File: src/rtl/multi_breathe_led_pkg.sv
// Shared definitions for the multi-channel breathing LED driver:
// per-channel mode encoding and the prescaler divide calculation.
package multi_breathe_led_pkg;

  typedef enum logic [1:0] {
    MODE_OFF     = 2'b00,
    MODE_ON      = 2'b01,
    MODE_BREATHE = 2'b10,
    MODE_BLINK   = 2'b11
  } mode_e;

  // Clocks per ramp step: one breath period spans 2**(pwm_bits+1) steps.
  function automatic int unsigned calc_step_div(input longint unsigned clk_freq,
                                                input longint unsigned breath_ms,
                                                input int unsigned     pwm_bits);
    longint unsigned clk_per_period;
    clk_per_period = (clk_freq / 64'd1000) * breath_ms;
    return int'(clk_per_period >> (pwm_bits + 1));
  endfunction

endpackage

File: src/rtl/multi_breathe_led_if.sv
// Control/status bundle between board logic and the LED driver.
// Level-sampled signals only: no valid/ready handshake; mode changes take effect at the next PWM frame.
interface multi_breathe_led_if #(
  parameter int CH = 4
);
  logic            en;
  logic [2*CH-1:0] mode;
  logic [CH-1:0]   led;
  logic            period_pulse;

  modport master (output en, mode, input led, period_pulse);
  modport slave  (input en, mode, output led, period_pulse);
endinterface

File: src/rtl/breathe_led_channel.sv
// One LED channel: phase stagger, triangle level, frame-edge latch,
// lit decision and registered pin output.
module breathe_led_channel
  import multi_breathe_led_pkg::*;
#(
  parameter int          PWM_BITS   = 9,
  parameter int          ACTIVE_LOW = 1,
  parameter int unsigned OFFSET     = 0
) (
  input  logic                clk,
  input  logic                rst_n,
  input  logic                en,
  input  logic                frame_start,
  input  logic [PWM_BITS:0]   phase,
  input  logic [PWM_BITS-1:0] pwm_cnt,
  input  logic [1:0]          mode_in,
  output logic                led
);

  localparam int          PH_W  = PWM_BITS + 1;
  localparam logic [PWM_BITS:0] OFF = PH_W'(OFFSET);
  localparam logic        INACT = (ACTIVE_LOW != 0);

  logic [PWM_BITS:0]   ph;
  logic [PWM_BITS-1:0] lvl;
  mode_e               mode_lat;
  logic [PWM_BITS-1:0] lvl_lat;
  logic                blink_lat;
  mode_e               cur_mode;
  logic [PWM_BITS-1:0] cur_lvl;
  logic                cur_blink;
  logic                lit;

  assign ph  = phase + OFF;
  assign lvl = ph[PWM_BITS] ? ph[PWM_BITS-1:0] : ~ph[PWM_BITS-1:0];

  always_ff @(posedge clk or negedge rst_n) begin
    if (!rst_n) begin
      mode_lat  <= MODE_OFF;
      lvl_lat   <= '0;
      blink_lat <= 1'b0;
    end else if (frame_start) begin
      mode_lat  <= mode_e'(mode_in);
      lvl_lat   <= lvl;
      blink_lat <= ~ph[PWM_BITS];
    end
  end

  // On the frame's first count the freshly sampled values are used directly,
  // so every frame is rendered entirely from one consistent setting.
  always_comb begin
    cur_mode  = frame_start ? mode_e'(mode_in) : mode_lat;
    cur_lvl   = frame_start ? lvl : lvl_lat;
    cur_blink = frame_start ? ~ph[PWM_BITS] : blink_lat;
    lit       = 1'b0;
    case (cur_mode)
      MODE_OFF:     lit = 1'b0;
      MODE_ON:      lit = 1'b1;
      MODE_BREATHE: lit = (pwm_cnt < cur_lvl);
      MODE_BLINK:   lit = cur_blink;
      default:      lit = 1'b0;
    endcase
  end

  always_ff @(posedge clk or negedge rst_n) begin
    if (!rst_n) led <= INACT;
    else        led <= en ? (lit ^ INACT) : INACT;
  end

endmodule

File: src/rtl/multi_breathe_led.sv
// Multi-channel breathing LED driver: shared prescaler, triangle phase ramp
// and PWM frame counter feeding CH staggered channel instances.
module multi_breathe_led
  import multi_breathe_led_pkg::*;
#(
  parameter int CLK_FREQ   = 50_000_000,
  parameter int BREATH_MS  = 2000,
  parameter int CH         = 4,
  parameter int PWM_BITS   = 9,
  parameter int ACTIVE_LOW = 1
) (
  input  logic               clk,
  input  logic               rst_n,
  multi_breathe_led_if.slave bus
);

  localparam int unsigned STEP_DIV = calc_step_div(CLK_FREQ, BREATH_MS, PWM_BITS);
  localparam int          PH_W     = PWM_BITS + 1;
  localparam int unsigned PH_SPAN  = 2 ** PH_W;

  if (STEP_DIV < 1) begin : g_bad_step
    $error("multi_breathe_led: breath period too short for PWM_BITS");
  end
  if (CH < 1 || CH > 16) begin : g_bad_ch
    $error("multi_breathe_led: CH must be 1..16");
  end

  logic [31:0]         presc;
  logic [PWM_BITS:0]   phase;
  logic [PWM_BITS-1:0] pwm_cnt;
  logic                pp_q;
  logic                step_tick;
  logic                frame_start;
  logic [CH-1:0]       led_w;

  assign step_tick   = bus.en && (presc == 32'(STEP_DIV - 1));
  assign frame_start = bus.en && (pwm_cnt == '0);

  always_ff @(posedge clk or negedge rst_n) begin
    if (!rst_n) begin
      presc   <= '0;
      phase   <= '0;
      pwm_cnt <= '0;
      pp_q    <= 1'b0;
    end else begin
      pp_q <= step_tick && (phase == '1);
      if (bus.en) begin
        pwm_cnt <= pwm_cnt + PWM_BITS'(1);
        if (step_tick) begin
          presc <= '0;
          phase <= phase + PH_W'(1);
        end else begin
          presc <= presc + 32'd1;
        end
      end
    end
  end

  for (genvar i = 0; i < CH; i++) begin : g_ch
    breathe_led_channel #(
      .PWM_BITS  (PWM_BITS),
      .ACTIVE_LOW(ACTIVE_LOW),
      .OFFSET    (i * (PH_SPAN / CH))
    ) u_ch (
      .clk        (clk),
      .rst_n      (rst_n),
      .en         (bus.en),
      .frame_start(frame_start),
      .phase      (phase),
      .pwm_cnt    (pwm_cnt),
      .mode_in    (bus.mode[2*i +: 2]),
      .led        (led_w[i])
    );
  end

  assign bus.led          = led_w;
  assign bus.period_pulse = pp_q;

endmodule
File: src/flat_wrapper.sv
// flat-port wrapper written by rule: the top's interface ports become plain ports
module multi_breathe_led_flat import multi_breathe_led_pkg::*;
#(
  parameter int CLK_FREQ   = 50_000_000,
  parameter int BREATH_MS  = 2000,
  parameter int CH         = 4,
  parameter int PWM_BITS   = 9,
  parameter int ACTIVE_LOW = 1
)
  (clk, rst_n, bus_en, bus_mode, bus_led, bus_period_pulse);
  multi_breathe_led_if #(.CH(CH)) bus_i ();
  input  logic clk;
  input  logic rst_n;
  input wire logic [$bits(bus_i.en)-1:0] bus_en;
  input wire logic [$bits(bus_i.mode)-1:0] bus_mode;
  output wire logic [$bits(bus_i.led)-1:0] bus_led;
  output wire logic [$bits(bus_i.period_pulse)-1:0] bus_period_pulse;
  assign bus_i.en = bus_en;
  assign bus_i.mode = bus_mode;
  assign bus_led = bus_i.led;
  assign bus_period_pulse = bus_i.period_pulse;
  multi_breathe_led #(.CLK_FREQ(CLK_FREQ), .BREATH_MS(BREATH_MS), .CH(CH), .PWM_BITS(PWM_BITS), .ACTIVE_LOW(ACTIVE_LOW)) u_core (.clk(clk), .rst_n(rst_n), .bus(bus_i));
endmodule
File: config.mk
export PLATFORM = sky130hd
export DESIGN_NAME = multi_breathe_led_flat
export DESIGN_NICKNAME = d
export VERILOG_FILES = /design/src/rtl/multi_breathe_led_pkg.sv /design/src/rtl/multi_breathe_led_if.sv /design/src/rtl/breathe_led_channel.sv /design/src/rtl/multi_breathe_led.sv /design/src/flat_wrapper.sv
export SDC_FILE = /design/constraint.sdc
export NUM_CORES = 1
export LEC_CHECK = 0
export CAP_MARGIN = 0
export CORE_UTILIZATION = 40
export CTS_CLUSTER_DIAMETER = 120
export CTS_CLUSTER_SIZE = 24
export DETAILED_ROUTE_END_ITERATION = 8
export HOLD_SLACK_MARGIN = 0.06
export SKIP_CTS_REPAIR_TIMING = 1
export SLEW_MARGIN = 25
export SYNTH_ARGS = -nofsm -noshare
export SYNTH_HDL_FRONTEND = slang
export SYNTH_SLANG_ARGS = --single-unit
File: constraint.sdc
create_clock -name clk -period 7.7 [get_ports clk]
set_clock_uncertainty 0.1 [all_clocks]
set_input_delay 1.155 -clock clk [delete_from_list [all_inputs] [get_ports clk]]
set_output_delay 1.155 -clock clk [all_outputs]
set_load 0.005 [all_outputs]
==> summary.txt <==
Yosys
  • Post-Syn Area per Cell: just over 10 sq um
  • Top cell type's share of synthesized area: 0.4563
  • Ys Warns: 0
  • Top_reg_cell synth: dfrtp_1
  • Asr flop ratio synth: 1.000
  • Synth area leader: dfrtp_1
  • Yosys reg bits: around 100
  • Sequential area share after synthesis: 0.4755
  • Post-Syn Instances: 540
  • Post-synth EDFFs: 0
  • Largest cells by area after synthesis: dfrtp_1, ha_1, xnor2_1, nand2_1, inv_1
  • Netlist cell types: 52
  • Syn_nets: 588
  • Post-Syn Area: about 5500 sq um

Detailed routing
  • Final ANT Viol Nets: 0
  • Total number of vias: 3769
  • Via-to-Cell Ratio: 5.177
  • Drt initial violations: around 280
  • Residual DRC count: 0
  • Drt pass-1 iters: 4
  • WL final: approximately 12000 um
  • Routed wire length per instance: 15.99 um

STA
  • Hold_ws: roughly 0.38 ns
  • Slew Viols, Final: 0
  • Least-Margin Pin Slew: ~0.77 ns
  • Max Fclk: 215.8 MHz
  • Max-slew headroom: 0.4839
  • Tmin final: 4.633 ns
  • Hold Vio Cnt, Final: 0
  • RSZ-0062 raised after global routing: no
  • Period utilisation layout: 0.6017
  • Setup TNS: 0 ns
  • # setup viols final: 0
  • Final WS setup: between 3 and 4 ns

Worst setup path
  • Setup Crit Path Kind: primary input to flip-flop
  • CP arrival: ~4.8 ns
  • CP max stage cell: clkdlybuf4s50_1
  • Crit path cell chain: clkdlybuf4s50_1, or4b_1, nor3_4, buf_4, nand2_1, and2_1, ha_1, a21oi_1, o21bai_1, a2111o_1, a211oi_1, o21ai_1
  • Largest fanout on the critical path: 36
  • Worst Path Required: between 7 and 8 ns
  • Crit start category: primary input
  • Largest stage delay, worst path: around 0.90 ns
  • Crit end category: flip-flop

Placed design
  • PortBufs: 15
  • Post-DP HPWL: 8173 um
  • Post-placement cell area: slightly below 6000 sq um
  • Placed cells: a little over 700
  • Post-Place Worst Slack: 2.671 ns
  • Final Wtd Congestion: 0.8415

Floorplan
  • Die height: 119.1 um
  • Die X: 119.1 um
  • Rows: 42
  • Core region area: about 13000 sq um
  • Die ar.: around 14000 sq um
  • Num ports: 16
  • Initial Util: 0.4125

Clock tree
  • CTS tree: done
  • Worst-path clk slew: roughly 0.060 ns
  • Worst-skew pair later-pin latency: approximately 0.34 ns
  • Clock Tree Root: clkbuf_16
  • Cts bufs inserted: 9
  • Clock Tree Buf Depth: 2
  • H-tree levels: 3
  • Clk sinks: ~100

Finish
  • Fillers: between 1000 and 1500
  • Ant. Diodes: 0
  • Finished Layout Cells: between 700 and 800
  • Layout area overhead: 11.16%
  • Most common cell after layout, fill and taps aside: dfrtp_1
  • Commonest cells after routing, fill and taps aside: dfrtp_1, nand2_1, xnor2_1
  • Final instance area: 6096 sq um
  • Final net count: between 500 and 600
  • Share of layout cells above drive strength 1: 0.07246

Power and ir drop
  • Pleak: roughly 2.9 nW
  • Worst VDD drop: ~0.00013 V
  • Power density cells: roughly 320 nW/um^2

GRT
  • Total grt overflow: 0
  • Largest net degree at the start of global routing: 84
  • GRT Total Usage: 0.1797
  • Vias in the first global route: approximately 4000
  • First-pass GRT wire length: between 20000 and 25000 um
  • Initial antenna violation count: 0

Hold path
  • Hold crit path type: flip-flop to flip-flop

Job
  • Maxcap violations: 0

Run status
  • Outcome: complete, no violations
[worst paths after layout]
path | endpoint | slack (ns) | depth (start not counted) | startpoint
min in group asynchronous | u_core.g_ch[1].u_ch.lvl_lat[5]$_DFF_PN0_ | 0.60 | 1 | rst_n
worst max register to register | u_core.g_ch[1].u_ch.led$_DFF_PN1_ | 4.12 | 12 | u_core.pwm_cnt[1]$_DFFE_PN0P_
worst min-delay path | u_core.g_ch[1].u_ch.blink_lat$_DFF_PN0_ | 0.38 | 2 | u_core.g_ch[1].u_ch.blink_lat$_DFF_PN0_
worst max-delay path | u_core.g_ch[1].u_ch.led$_DFF_PN1_ | 3.07 | 12 | bus_en
worst min register to register | u_core.g_ch[1].u_ch.blink_lat$_DFF_PN0_ | 0.38 | 2 | u_core.g_ch[1].u_ch.blink_lat$_DFF_PN0_
max in group asynchronous | u_core.presc[27]$_DFFE_PN0P_ | 5.86 | 2 | rst_n
[critical path: cells and delay by family]
family,cells,cell delay (ns)
buf+inv,2,1.26
simple gates,4,1.13
compound gates,5,0.90
fa+ha+maj,1,0.30
[where the power goes]
part	internal, mW	total [mW]	switching, mW
combinational	0.284	0.634	0.350
clock	0.294	0.487	0.193
sequential	0.709	0.820	0.111
total	1.29	1.94	0.654
[per-layer routing]
| metal | part of all wire | up-vias | global-route usage |
|---|---|---|---|
| li1 | - | 1860 | - |
| met2 | 0.51 | 31 | 0.3198 |
| met1 | 0.46 | 1865 | 0.2259 |
| met5 | 0 | - | 0 |
| met3 | 0.023 | 13 | 0.03352 |
| met4 | 0.011 | 0 | 0.03639 |
[final cells by class]
cell class | instances | area, sq um | share of cell area
flip-flops and latches | 104 | 2608 | 0.4278
well taps | 176 | 220.2 | 0.03612
multi-input cells | 373 | 2629 | 0.4312
repair buffers | 17 | 166.4 | 0.02730
inverters | 42 | 157.7 | 0.02586
clock buffers | 13 | 250.2 | 0.04105
clock inverters | 3 | 65.06 | 0.01067
[cells in the mapped netlist (all sizes together) (3+ instances only)]
library cell  number
a21o              13
o21ai             21
ha                37
or2                4
and3              13
xor2              13
nor3              10
nand4             23
a211oi             3
nor4b              3
buf               10
inv               42
nor4               4
o31ai              4
and2              19
mux2i              3
and4               5
dfrtp            100
or3                3
dfstp              4
a21oi              9
nand2             63
clkbuf            11
nand3             17
nor2              28
mux2               9
xnor2             46
[flip-flops by register name, summed over array words and instances (netlist names)]
signal	cells
u_core.g_ch.u_ch.lvl_lat	36
u_core.presc	32
u_core.phase	10
u_core.pwm_cnt	9
u_core.g_ch.u_ch.mode_lat	8
u_core.g_ch.u_ch.blink_lat	4
u_core.g_ch.u_ch.led	4
u_core.bus.period_pulse	1
[per-stage QoR]
stage / total power, mW / utilization
after detailed placement: 1.466 / 0.4345
after floorplan: 1.281 / -
after global placement: 1.438 / 0.4340
final: 1.941 / 0.4585
after global routing: 2.093 / 0.4585
after CTS: 1.959 / 0.4582
[cells by family (layout without fill, tap and decap cells)]
family                   Yosys count  in the layout  synth area share
XOR/XNOR                          59             59           0.09423
AND/OR/NAND/NOR                  199            199            0.1937
AO/OA/AOI/OAI                     66             66           0.08100
adder cells (fa/ha/maj)           37             37           0.08442
flip-flops                       104            104            0.4755
buffers and inverters             63             75           0.04723
multiplexers                      12             12           0.02396
Note: power is estimated with default switching activity, not from simulation.
